File: src/rtl/geo_pkg.sv
// Shared geometry-path types and limits used by the command pipelines
// between the plotter, address generator and pixel writer.
package geo_pkg;

    localparam int GEO_DRAW_CMD_W     = 36;
    localparam int GEO_PIXEL_CMD_W    = 40;
    localparam int GEO_PIPE_MAX_DEPTH = 8;

    typedef logic [GEO_DRAW_CMD_W-1:0]  geo_draw_cmd_t;
    typedef logic [GEO_PIXEL_CMD_W-1:0] geo_pixel_cmd_t;

endpackage

File: src/rtl/geo_pipe_stage.sv
// One elastic register slice: holds a single command with its own valid bit
// and accepts whenever it is empty or its successor is taking its contents.
module geo_pipe_stage
    import geo_pkg::*;
#(
    parameter int WIDTH = GEO_PIXEL_CMD_W
) (
    input  logic             clk,
    input  logic             reset,
    input  logic             flush,
    input  logic             valid_i,
    input  logic [WIDTH-1:0] data_i,
    input  logic             ready_i,
    output logic             valid_o,
    output logic [WIDTH-1:0] data_o,
    output logic             ready_o
);

    logic             valid_q;
    logic             valid_d;
    logic [WIDTH-1:0] data_q;
    logic             load;

    assign ready_o = !valid_q || ready_i;
    assign load    = ready_o && valid_i;
    assign valid_o = valid_q;
    assign data_o  = data_q;

    always_comb begin
        valid_d = valid_q;
        if (flush) begin
            valid_d = 1'b0;
        end else if (ready_o) begin
            valid_d = valid_i;
        end
    end

    // Data only moves on a real transfer so an empty slice keeps its last word.
    always_ff @(posedge clk or negedge reset) begin
        if (!reset) begin
            valid_q <= 1'b0;
            data_q  <= '0;
        end else begin
            valid_q <= valid_d;
            if (load) begin
                data_q <= data_i;
            end
        end
    end

endmodule

File: src/rtl/geo_cmd_pipe.sv
// Elastic valid/ready command pipeline of DEPTH slices with an optional input
// skid buffer (registered in_ready), synchronous flush and occupancy count.
module geo_cmd_pipe
    import geo_pkg::*;
#(
    parameter int WIDTH = GEO_PIXEL_CMD_W,
    parameter int DEPTH = 2,
    parameter int SKID  = 1,
    parameter int OCC_W = $clog2(DEPTH + 2)
) (
    input  logic             clk,
    input  logic             reset,
    input  logic             flush,
    input  logic             in_valid,
    input  logic [WIDTH-1:0] in_data,
    output logic             in_ready,
    output logic             out_valid,
    output logic [WIDTH-1:0] out_data,
    input  logic             out_ready,
    output logic [OCC_W-1:0] occupancy,
    output logic             busy
);

    localparam logic [OCC_W-1:0] OCC_MAX = OCC_W'(DEPTH + SKID);

    logic             stage_valid [DEPTH+1];
    logic [WIDTH-1:0] stage_data  [DEPTH+1];
    logic             stage_ready [DEPTH+1];

    logic             head_valid;
    logic [WIDTH-1:0] head_data;
    logic             in_xfer;
    logic             out_xfer;
    logic [OCC_W-1:0] occ_q;
    logic [OCC_W-1:0] occ_d;

    assign in_xfer  = in_valid && in_ready;
    assign out_xfer = out_valid && out_ready;

    assign stage_valid[0]     = head_valid;
    assign stage_data[0]      = head_data;
    assign stage_ready[DEPTH] = out_ready;
    assign out_valid          = stage_valid[DEPTH];
    assign out_data           = stage_data[DEPTH];

    for (genvar i = 0; i < DEPTH; i++) begin : g_stage
        geo_pipe_stage #(
            .WIDTH (WIDTH)
        ) u_stage (
            .clk     (clk),
            .reset   (reset),
            .flush   (flush),
            .valid_i (stage_valid[i]),
            .data_i  (stage_data[i]),
            .ready_i (stage_ready[i+1]),
            .valid_o (stage_valid[i+1]),
            .data_o  (stage_data[i+1]),
            .ready_o (stage_ready[i])
        );
    end

    if (SKID != 0) begin : g_skid
        logic             skid_valid_q;
        logic             skid_valid_d;
        logic [WIDTH-1:0] skid_data_q;
        logic             skid_load;

        // A held skid word always goes ahead of new input, preserving order.
        assign in_ready   = !skid_valid_q;
        assign head_valid = skid_valid_q || in_valid;
        assign head_data  = skid_valid_q ? skid_data_q : in_data;
        assign skid_load  = in_xfer && !stage_ready[0];

        always_comb begin
            skid_valid_d = skid_valid_q;
            if (flush) begin
                skid_valid_d = 1'b0;
            end else if (skid_valid_q) begin
                skid_valid_d = !stage_ready[0];
            end else begin
                skid_valid_d = skid_load;
            end
        end

        always_ff @(posedge clk or negedge reset) begin
            if (!reset) begin
                skid_valid_q <= 1'b0;
                skid_data_q  <= '0;
            end else begin
                skid_valid_q <= skid_valid_d;
                if (skid_load) begin
                    skid_data_q <= in_data;
                end
            end
        end
    end else begin : g_noskid
        assign in_ready   = stage_ready[0];
        assign head_valid = in_valid;
        assign head_data  = in_data;
    end

    always_comb begin
        occ_d = occ_q;
        if (flush) begin
            occ_d = '0;
        end else begin
            occ_d = occ_q + OCC_W'(in_xfer) - OCC_W'(out_xfer);
        end
    end

    always_ff @(posedge clk or negedge reset) begin
        if (!reset) begin
            occ_q <= '0;
        end else begin
            occ_q <= occ_d;
        end
    end

    assign occupancy = occ_q;
    assign busy      = (occ_q != '0);

    occ_bound_a: assert property (@(posedge clk) disable iff (!reset) occ_q <= OCC_MAX);

endmodule

File: config.mk
export PLATFORM = sky130hd
export DESIGN_NAME = geo_cmd_pipe
export DESIGN_NICKNAME = d
export VERILOG_FILES = /design/src/rtl/geo_pkg.sv /design/src/rtl/geo_pipe_stage.sv /design/src/rtl/geo_cmd_pipe.sv
export SDC_FILE = /design/constraint.sdc
export NUM_CORES = 1
export LEC_CHECK = 0
export BUFFER_PORTS_ARGS = -buffer_cell sky130_fd_sc_hd__buf_2
export CAP_MARGIN = 20
export CORE_MARGIN = 4
export CORE_UTILIZATION = 56
export DETAILED_ROUTE_END_ITERATION = 7
export PLACE_DENSITY_LB_ADDON = 0.25
export SYNTH_ARGS = -nofsm -noshare
export SYNTH_HDL_FRONTEND = slang
export SYNTH_SLANG_ARGS = --single-unit
File: constraint.sdc
create_clock -name clk -period 1.9 [get_ports clk]
set_input_delay 0.19 -clock clk [delete_from_list [all_inputs] [get_ports clk]]
set_output_delay 0.19 -clock clk [all_outputs]
set_load 0.05 [all_outputs]
Word-level counts from Yosys, hierarchy flattened
Cells that the tools add are included.

operators by class
  reduce and logical (&&, ||, !) cells = 15
  add/subtract/negate cells = 2
  muxes and demuxes = 8

operator list
  kind                                         number
  40-bit two-way mux                           1
  1-bit two-way mux                            6
  2-bit nonzero test                           3
  1-bit logical AND                            5
  1-bit zero test                              4
  1-bit logical OR                             3
  2-bit by 1-bit adder with 2-bit output       1
  2-bit two-way mux                            1
  2-bit by 1-bit subtractor with 2-bit output  1

word-level totals
  register bits = 125
  input port bits = 45
  output and inout port bits = 45
  word-level logic and storage cells = 32

Logic depth before layout (Yosys ltp)
Gate-level depths: netlist (run 1).

  word-level depth = 7
  gate-level depth with buffers = 8
  mapped depth without buffers = 7

Modules after synthesis
Synthesis (run 1) repeated with hierarchy kept, for this count alone.

second synthesis, totals
  cell total of the unflattened synthesis = 323
  area, all modules = 5,571.6 um2

by module, submodules not included
  module          times used  area each (um2)  cells each  sequential area each (um2)
  geo_pipe_stage  2           1,705.4          89          1,026.0
  geo_cmd_pipe    1           2,160.8          145         1,076.0

Worst setup path after synthesis (run 1)
No wires, ideal clock.

  kind = flip-flop to flip-flop
  start = reg g_stage[1].u_stage.valid_q
  end = reg g_stage[1].u_stage.data_q[0]
  data arrival time = 1,585 ps
  library setup time = 125 ps
  path slack = 190 ps
  buffers on the path = 1
  period minus slack after synthesis = 1,710 ps
  cell stages (with the launch flop) = 5
  data required time = 1,775 ps
  cells stage by stage = dfrtp_1 > nor2b_1 > nand2b_1 > buf_4 > mux2_2

on the way
  cells in the longest elaborated chain, start to end = 3

ends and longest elaborated chain
  item                    line                  text
  from (decl)             geo_pipe_stage.sv:19  logic valid_q;
  from (signal assigned)  geo_pipe_stage.sv:44  valid_q <= valid_d;
  1-bit zero test         geo_pipe_stage.sv:24  assign ready_o = !valid_q || ready_i;
  1-bit logical OR        geo_pipe_stage.sv:24
  1-bit logical AND       geo_pipe_stage.sv:25  assign load = ready_o && valid_i;
  to (signal assigned)    geo_pipe_stage.sv:46  data_q <= data_i;
  to (decl)               geo_pipe_stage.sv:21  logic [WIDTH-1:0] data_q;

Every way passes these cells.
A chain may end at the register's enable or synchronous reset.

Final worst setup path (run 1)
  start = reg g_skid.skid_valid_q
  end = out in_ready

on the way
  cells in the longest elaborated chain, start to end = 1

ends and longest elaborated chain
  item                    line                text
  from (decl)             geo_cmd_pipe.sv:63  logic skid_valid_q;
  from (signal assigned)  geo_cmd_pipe.sv:90  skid_valid_q <= skid_valid_d;
  1-bit zero test         geo_cmd_pipe.sv:69  assign in_ready = !skid_valid_q;
  to (decl)               geo_cmd_pipe.sv:16  output logic in_ready,

Every way passes these cells.

==> results of run 1 <==
## flip-flops by register name, indices dropped and copies added (netlist names)
signal / cells
g_stage.u_stage.valid_o: 2
g_skid.skid_valid_q: 1
g_skid.skid_data_q: 40
g_stage.u_stage.data_o: 80
occupancy: 2
## critical path, delay by kind of cell, from the launching register on
kind | cells | cell delay, ps
flops | 1 | 430
buf+inv | 3 | 590
## layout make-up
class	count	area, µm²	area share (%)
clock buffers	19	432	6.35
well taps	108	135	1.99
repair buffers	140	998	14.7
multi-input cells	179	1950	28.8
clock inverters	13	141	2.08
flip-flops and latches	125	3130	46.0
inverters	2	7.51	0.110
## placed cells by master (no fill, tap or decap), drive strengths merged
cell type	n
a21oi	2
and2	1
buf	98
bufinv	2
clkbuf	19
clkinv	6
clkinvlp	3
dfrtp	125
dlygate4sd3	42
ha	2
inv	4
mux2	160
nand2b	2
nand3b	1
nor2	5
nor2b	2
nor3	1
or2	1
xnor2	1
xor2	1
## metal layers
metal  track usage [%]  part of all wire (%)
met3              6.95                   4.3
met5                 0                     0
met4              5.13                  0.60
met1              24.2                    42
met2              35.9                    53
## report_power, final
part	leakage (nW)	switching (mW)	internal, mW
clock network	0.275	1.15	1.91
registers	1.53	0.217	3.10
logic	1.36	1.10	0.604
## worst max path at each step
stage	endpoint	slack, ps	cells past startpoint
after CTS	in_ready	170	3
after floorplan	g_stage[1].u_stage.data_o[0]	190	4
final	in_ready	190	3
after global routing	in_ready	120	3
after detailed placement	g_stage[1].u_stage.data_o[6]	270	4
after global placement	g_stage[0].u_stage.data_o[5]	360	4
## cells in the mapped netlist, types with 2 or more instances
cell / n / share of area (%)
buf_4: 12 / 1.7
mux2_2: 117 / 25
inv_1: 2 / 0.14
nor2_2: 2 / 0.24
nor2_1: 3 / 0.22
nor2b_1: 2 / 0.24
ha_1: 2 / 0.48
dfrtp_1: 125 / 60
buf_2: 5 / 0.48
mux2_1: 43 / 9.3
## repair_timing
action,CTS,global route
gates resized for setup,0,0
buffers inserted,0,0
hold buffers,42,0
endpoints found under the hold margin,170,0
## logic make-up after synthesis
logic type	Yosys count	share of synthesized area, %
compound gates	2	0.265
xor+xnor	2	0.338
fa+ha+maj	2	0.482
buf+inv	19	2.36
flops	125	60.3
mux	160	34.7
simple gates	13	1.57
==> metrics.cfg, run 1 <==
[floorplan]
ios = 90
die_height_um = 104
start_util_pct = 58.7
rows = 34
die_w_um = 104
dieArea_um2 = 10900
core_area_um2 = 8850

[final_layout]
stdcell_count = 586
fin_area_um2 = 6800
drive_above_1_share_pct = 52.9
post-route-util_pct = 76.8
fillers = 548
nNetsFinal = 512
area_growth_pct = 31.0
n_antenna_cell = 0

[routing]
drt_iter0_drc = 85
vias_per_cell = 5.30
drt_pre_antenna_iters = 4
ant_nets = 0
drc = 0
vias = 3103
routedWlPerCell_um = 17.4
wl_um = 10200

[worst_setup_path]
worstPathRequired_ps = 1710
rr_startpoint = g_stage[1].u_stage.valid_o
crit_fanout = 21
path_class = flip-flop to output pin
worst_setup_path_end_kind = output pin
critPathLaunch = g_skid.skid_valid_q
r2r-end = g_stage[1].u_stage.data_o[6]
rr_worst_depth = 4
max_stage_delay_ps = 430
cpMaxStageDelayCell = dfrtp_2
crit_path_start_kind = flip-flop
worstPathCellList = buf_4, inv_1, buf_2
r2r_setup_slack_ps = 280
cp_data_arrival_time_ps = 1520

[cts]
h-tree-depth = 4
clk_path_buf_depth = 2
numCtsBuffers = 17
clk_latency_ps = 490
clk_pin_slew_worst_paths_ps = 50
cts_tree = yes
cts-root-buf = clkbuf_8
cts_sinks = 125

[sta]
timing.hold.ws_ps = 83.2
setup_slack_ps = 194
hold_violations = 0
finalCriticalPeriod_ps = 1710
max_slew_margin_pct = 56.6
worst_pin_slew_ps = 651
rsz0062_at_grt = false
fin_skew_ps = 10.1
final.setup.tns_ps = 0
final-max-slew-violation-count = 0
fin_crit_sh_pct = 89.8
fmax_mhz = 586
setup_viol = 0

[hold_path]
hold_path.class = input pin to flip-flop
min_path_cells = 4
hold_path_end = g_stage[1].u_stage.valid_o
hold_start = out_ready

[yosys]
synth.cell_area_um2 = 5190
synth.distinct_cells = 20
synth_warnings = 0
synth_nets = 370
yosysSeqAreaShare_pct = 60.3
synth_enable_flop_cells = 0
synth-seq-cells = 125
synthCells = 323
syn_avg_cell_area_um2 = 16.1
ys.flop_type = dfrtp_1
async_flop_share_pct = 100

[global_routing]
grt_pass1_wl_um = 17700
grtUsageTotal_pct = 20.5
grt_pass1_vias = 3535
grt_max_degree = 126
grt.overflow.total = 0
antenna_found_initial = 0

[place]
place.gp.congestion = 0.662
dp_cells = 512
portBuffers = 89
dp_hpwl_um = 6300
dp_slack_ps = 268
placed_area_um2 = 5800

[job]
cap_violations = 0

[power]
irDropWorstVdd_v = 0.000734
leakagePower_nw = 3.16
fin_total_pwr_mw = 8.07
pwr_density_cell_nw_per_um2 = 1190

[status]
status = finished, final reports clean

(Power assumes the default switching activity.)
==> run 2, diff against run 1 <==
--- a/config.mk
+++ b/config.mk
@@ -11,6 +11,7 @@
 export CORE_UTILIZATION = 56
 export DETAILED_ROUTE_END_ITERATION = 7
 export PLACE_DENSITY_LB_ADDON = 0.25
+export REMOVE_ABC_BUFFERS = 1
 export SYNTH_ARGS = -nofsm -noshare
 export SYNTH_HDL_FRONTEND = slang
 export SYNTH_SLANG_ARGS = --single-unit
==> run 2 against run 1 <==
Die area unchanged. Total power grew 5.1%. Sequential share of layout area shrank 0.33 points. Critical path depth unchanged. Critical path type unchanged. Largest cell class unchanged. Highest routed layer unchanged.
==> metrics.cfg, run 2 (synthesis gave the netlist of run 1 again) <==
[status]
status = finished, final reports clean  ; unchanged

[worst_setup_path]
path_class = flip-flop to output pin  ; unchanged
crit_path_start_kind = flip-flop  ; unchanged
crit_fanout = 30  ; was 21
worst_setup_path_end_kind = output pin  ; unchanged
critPathBufInv = 3  ; unchanged
worstPathRequired_ps = 1710  ; about the same
worstPathCellList = buf_6, inv_1, buf_2  ; was buf_4, inv_1, buf_2
cp_data_arrival_time_ps = 1490  ; was 1520 ps
critPathTopFamily = buffers and inverters  ; unchanged
max_stage_delay_ps = 390  ; was 430 ps
cpMaxStageDelayCell = dfrtp_2  ; unchanged

[final_layout]
n_antenna_cell = 0  ; unchanged
final_cell_mix = 124 x dfrtp_1, 117 x mux2_2, 88 x buf_2  ; unchanged
drive_above_1_share_pct = 52.9  ; about the same
fillers = 538  ; was 548
layout_commonest_cell = dfrtp_1  ; unchanged
fin_area_um2 = 6850  ; was 6800 µm²
nNetsFinal = 510  ; was 512
largest_register_ffs = 80  ; unchanged
area_growth_pct = 31.9  ; was 31.0%

[cts]
cts_tree = yes  ; unchanged
numCtsBuffers = 17  ; unchanged
h-tree-depth = 4  ; unchanged
clk_latency_ps = 510  ; was 490 ps
cts_setup_buffers = 0  ; unchanged
cts-root-buf = clkbuf_8  ; unchanged
cts_sinks = 125  ; unchanged
clk_path_buf_depth = 2  ; unchanged
clk_pin_slew_worst_paths_ps = 60  ; was 50 ps

[floorplan]
die_w_um = 104  ; unchanged
start_util_pct = 58.7  ; unchanged
core_area_um2 = 8850  ; unchanged
rows = 34  ; unchanged
ios = 90  ; unchanged
die_height_um = 104  ; unchanged
dieArea_um2 = 10900  ; unchanged

[routing]
vias_per_cell = 5.33  ; was 5.30
drt_iter0_drc = 110  ; was 85
ant_nets = 0  ; unchanged
drt_pre_antenna_iters = 4  ; unchanged
routedWlPerCell_um = 17.5  ; was 17.4 µm
vias = 3111  ; was 3103
wl_um = 10200  ; about the same
drc = 0  ; unchanged

[place]
portBuffers = 89  ; unchanged
dp_hpwl_um = 6020  ; was 6300 µm
placed_area_um2 = 5780  ; was 5800 µm²
place.gp.congestion = 0.691  ; was 0.662
dp_slack_ps = 278  ; was 268 ps

[sta]
setup_viol = 0  ; unchanged
rsz0062_at_grt = false  ; unchanged
worst_pin_slew_ps = 691  ; was 651 ps
final.setup.tns_ps = 0  ; unchanged
fin_crit_sh_pct = 88.3  ; was 89.8%
fin_skew_ps = 8.44  ; was 10.1 ps
fmax_mhz = 596  ; was 586 MHz
setup_slack_ps = 223  ; was 194 ps
finalCriticalPeriod_ps = 1680  ; was 1710 ps
hold_violations = 0  ; unchanged
timing.hold.ws_ps = 31.9  ; was 83.2 ps
final-max-slew-violation-count = 0  ; unchanged
max_slew_margin_pct = 54.0  ; was 56.6%

[power]
total_switching_power_mw = 2.49  ; was 2.46 mW
clkPwrFrac_pct = 40.8  ; was 37.8%
irDropWorstVdd_v = 0.000758  ; was 0.000734 V
p_comb_share_pct = 20.0  ; was 21.1%
leakagePower_nw = 3.18  ; was 3.16 nW
pwr_density_cell_nw_per_um2 = 1240  ; was 1190 nW/µm²
p_int_mw = 6.00  ; was 5.61 mW
seqPwrFrac_pct = 39.2  ; was 41.1%
sw_frac_of_total_pct = 29.3  ; was 30.5%

[global_routing]
antenna_found_initial = 0  ; unchanged
grt.overflow.total = 0  ; unchanged
grt_max_degree = 126  ; unchanged
grt_pass1_vias = 3472  ; was 3535
grtUsageTotal_pct = 20.5  ; about the same
grt_pass1_wl_um = 17700  ; about the same

[hold_path]
hold_path.class = input pin to flip-flop  ; unchanged

[job]
cap_violations = 0  ; unchanged

## run 2: worst register-to-register path, stage by stage (launching register included)
cell and delay [ps]:
dfrtp_1 360, nor2b_1 300, nand2b_2 210, buf_12 240
mux2_2 400
## run 2: power groups by stage
stage               Sequential, mW  Combinational (mW)  Clock (mW)
finish                        3.32                1.70        3.47
floorplan                     4.02               0.484           0
global placement              3.34                1.60           0
CTS                           3.33                1.72        3.52
global route                  3.38                1.80        3.66
detailed placement            3.36                1.64           0
## run 2: final timing paths
kind | slack [ps] | from | cells after the start | to
setup / recovery | 220 | g_skid.skid_valid_q | 3 | in_ready
hold / removal | 30 | in_valid | 3 | g_stage[0].u_stage.valid_o
setup reg to reg | 270 | g_stage[1].u_stage.valid_o | 4 | g_stage[1].u_stage.data_o[39]
hold reg to reg | 480 | g_skid.skid_data_q[28] | 1 | g_skid.skid_data_q[28]
max in group asynchronous | 1070 | reset | 3 | g_stage[0].u_stage.data_o[14]
min in group asynchronous | 270 | reset | 3 | occupancy[1]
## run 2: final cells by class
type / count / area (µm²) / area share (%)
multi-input combinational: 179 / 1950 / 28.5
inverter: 2 / 7.51 / 0.110
clock inverter: 14 / 218 / 3.18
timing repair buffer: 138 / 975 / 14.2
clock buffer: 18 / 428 / 6.25
tap: 108 / 135 / 1.97
sequential: 125 / 3130 / 45.7
## run 2: layer usage
metal / up-vias / part of all wire, % / track usage [%]
met5: - / 0 / 0
met4: 0 / 0.91 / 5.70
met3: 9 / 4.5 / 6.64
met2: 73 / 50 / 33.3
met1: 1594 / 45 / 26.6
li1: 1435 / - / -
## run 2: per-stage QoR
| step | utilization (%) | cells | power, mW |
|---|---|---|---|
| after global placement | 65.3 | 510 | 4.94 |
| after global routing | 77.4 | 584 | 8.84 |
| after floorplan | - | 306 | 4.50 |
| after CTS | 77.3 | 584 | 8.56 |
| final | 77.4 | 584 | 8.49 |
| after detailed placement | 65.3 | 510 | 5.00 |
## run 2: repair_timing
| action | 4_1_cts | 5_1_grt |
|---|---|---|
| setup endpoints to repair | 0 | 1 |
| resized for setup | 0 | 1 |
| endpoints found under the hold margin | 170 | 0 |
| hold buffers | 42 | 0 |
==> run 3, diff against run 2 <==
--- a/config.mk
+++ b/config.mk
@@ -8,7 +8,8 @@
 export BUFFER_PORTS_ARGS = -buffer_cell sky130_fd_sc_hd__buf_2
 export CAP_MARGIN = 20
 export CORE_MARGIN = 4
-export CORE_UTILIZATION = 56
+export CORE_UTILIZATION = 58
+export CTS_BUF_LIST = sky130_fd_sc_hd__clkbuf_4 sky130_fd_sc_hd__clkbuf_8
 export DETAILED_ROUTE_END_ITERATION = 7
 export PLACE_DENSITY_LB_ADDON = 0.25
 export REMOVE_ABC_BUFFERS = 1
==> run 3 against run 2 <==
Non-clock buffer count rose by 1. Fmax fell by 1.1%. First-iteration DRC count increased by 2.7%. Global-route usage rose by 0.33 points. Critical path depth up 1. Hold slack got worse by 0.84 ps. Largest power group is now sequential cells.
==> metrics.cfg, run 3 (synthesis gave the netlist of run 1 again) <==
[status]
status = finished, final reports clean  ; unchanged

[final_layout]
final_cell_mix = 124 x dfrtp_1, 117 x mux2_2, 88 x buf_2  ; unchanged
post-route-util_pct = 75.9  ; was 77.4%
fillers = 521  ; was 538
n_antenna_cell = 0  ; unchanged
largest_register_ffs = 80  ; unchanged
drive_above_1_share_pct = 53.5  ; was 52.9%
seqCellArea_um2 = 3130  ; unchanged
layout_commonest_cell = dfrtp_1  ; unchanged
nNetsFinal = 511  ; was 510
fin_area_um2 = 6620  ; was 6850 µm²
area_growth_pct = 27.6  ; was 31.9%
multi_input_area_um2 = 1950  ; unchanged
stdcell_count = 585  ; was 584

[global_routing]
grtUsageTotal_pct = 20.8  ; was 20.5%
grt.overflow.total = 0  ; unchanged
grt_pass1_vias = 3349  ; was 3472
grt_pass1_wl_um = 16500  ; was 17700 µm
grt_max_degree = 67  ; was 126
antenna_found_initial = 0  ; unchanged

[sta]
hold_violations = 0  ; unchanged
final.setup.tns_ps = 0  ; unchanged
fmax_mhz = 590  ; was 596 MHz
finalCriticalPeriod_ps = 1700  ; was 1680 ps
max_slew_margin_pct = 69.8  ; was 54.0%
fin_crit_sh_pct = 89.3  ; was 88.3%
rsz0062_at_grt = false  ; unchanged
setup_slack_ps = 204  ; was 223 ps
worst_pin_slew_ps = 452  ; was 691 ps
final-max-slew-violation-count = 0  ; unchanged
fin_skew_ps = 12.0  ; was 8.44 ps
setup_viol = 0  ; unchanged

[place]
portBuffers = 89  ; unchanged
placed_area_um2 = 5810  ; was 5780 µm²
dp_slack_ps = 213  ; was 278 ps
place.gp.congestion = 0.731  ; was 0.691
dp_hpwl_um = 6370  ; was 6020 µm
dp_cells = 513  ; was 510

[worst_setup_path]
rr_worst_depth = 4  ; unchanged
worst_setup_path_end_kind = flip-flop  ; was output pin
path_class = flip-flop to flip-flop  ; was flip-flop to output pin
critPathLaunch = g_stage[1].u_stage.valid_o  ; was g_skid.skid_valid_q
worstPathCellList = nor2b_1, nand2b_2, buf_4, mux2_2  ; was buf_6, inv_1, buf_2
worstPathRequired_ps = 2210  ; was 1710 ps
r2r_setup_slack_ps = 200  ; was 270 ps
endpoint = g_stage[1].u_stage.data_o[23]  ; was in_ready
r2r-end = g_stage[1].u_stage.data_o[23]  ; was g_stage[1].u_stage.data_o[39]
max_stage_delay_ps = 380  ; was 390 ps
cpMaxStageDelayCell = dfrtp_1  ; was dfrtp_2
cp_data_arrival_time_ps = 2000  ; was 1490 ps
crit_path_start_kind = flip-flop  ; unchanged
rr_startpoint = g_stage[1].u_stage.valid_o  ; unchanged
crit_fanout = 16  ; was 30

[routing]
drt_pre_antenna_iters = 4  ; unchanged
drt_iter0_drc = 113  ; was 110
drc = 0  ; unchanged
vias_per_cell = 5.30  ; was 5.33
wl_um = 9950  ; was 10200 µm
vias = 3098  ; was 3111
ant_nets = 0  ; unchanged
routedWlPerCell_um = 17.0  ; was 17.5 µm

[cts]
clk_pin_slew_worst_paths_ps = 70  ; was 60 ps
cts-root-buf = clkbuf_8  ; unchanged
cts_resized = 0  ; unchanged
h-tree-depth = 4  ; unchanged
cts_tree = yes  ; unchanged
cts_sinks = 125  ; unchanged
numCtsBuffers = 17  ; unchanged
clk_path_buf_depth = 2  ; unchanged
clk_latency_ps = 430  ; was 510 ps

[hold_path]
hold_path.class = input pin to flip-flop  ; unchanged

[power]
p_comb_share_pct = 23.2  ; was 20.0%
irDropWorstVdd_v = 0.000686  ; was 0.000758 V
pwr_density_cell_nw_per_um2 = 1110  ; was 1240 nW/µm²
p_int_mw = 4.91  ; was 6.00 mW
clkPwrFrac_pct = 31.6  ; was 40.8%
total_switching_power_mw = 2.42  ; was 2.49 mW
sw_frac_of_total_pct = 33.0  ; was 29.3%
seqPwrFrac_pct = 45.2  ; was 39.2%
leakagePower_nw = 3.07  ; was 3.18 nW

[floorplan]
die_height_um = 103  ; was 104 µm
die_w_um = 103  ; was 104 µm
core_area_um2 = 8720  ; was 8850 µm²
start_util_pct = 59.5  ; was 58.7%
rows = 34  ; unchanged
ios = 90  ; unchanged
dieArea_um2 = 10500  ; was 10900 µm²

[job]
cap_violations = 0  ; unchanged

==> run 3: critical path, delay by kind of cell (launching register included) <==
family	cells	cell delay [ps]
flip-flops	1	380
multiplexers	1	370
buffers and inverters	1	270
AND/OR/NAND/NOR	2	560
==> run 3: repair_timing <==
action,4_1_cts,5_1_grt
hold endpoints to repair,74,0
hold buffers,40,0
buffers inserted,0,0
==> run 3: worst min path at each step <==
stage,endpoint,cells after the start,slack [ps],startpoint
final,g_skid.skid_data_q[14],2,30,in_data[14]
after global routing,g_skid.skid_data_q[36],2,4,in_data[36]
after CTS,g_skid.skid_data_q[36],2,2,in_data[36]
after detailed placement,occupancy[0],1,170,reset
after global placement,g_stage[1].u_stage.valid_o,1,160,reset
after floorplan,g_skid.skid_data_q[0],0,-110,reset
==> run 3: layer usage <==
layer	up-vias	GRT usage, %	routed length, µm
met5	-	0	0
met4	0	7.27	126
met3	13	7.65	711
met2	80	33.7	4870
met1	1573	26.0	4240
li1	1432	-	-
==> run 3: stage by stage <==
stage               hold WS (ps)  total power, mW
finish                      31.0             7.33
global route                3.56             7.67
CTS                         1.94             7.41
detailed placement           169             5.01
global placement             164             4.94
floorplan                   -106             4.50
==> run 3: final cells by class <==
type | count | area share [%]
multi-input combinational | 179 | 29.5
tap | 108 | 2.04
timing repair buffer | 139 | 14.9
inverter | 2 | 0.113
clock buffer | 18 | 3.74
sequential | 125 | 47.3
clock inverter | 14 | 2.42
==> run 3: power groups by stage <==
stage          clock network (mW)  registers (mW)  logic (mW)
6_report                     2.32            3.31        1.70
2_1_floorplan                   0            4.02       0.484
3_5_place_dp                    0            3.36        1.66
3_3_place_gp                    0            3.33        1.61
4_1_cts                      2.37            3.31        1.72
5_1_grt                      2.50            3.36        1.81
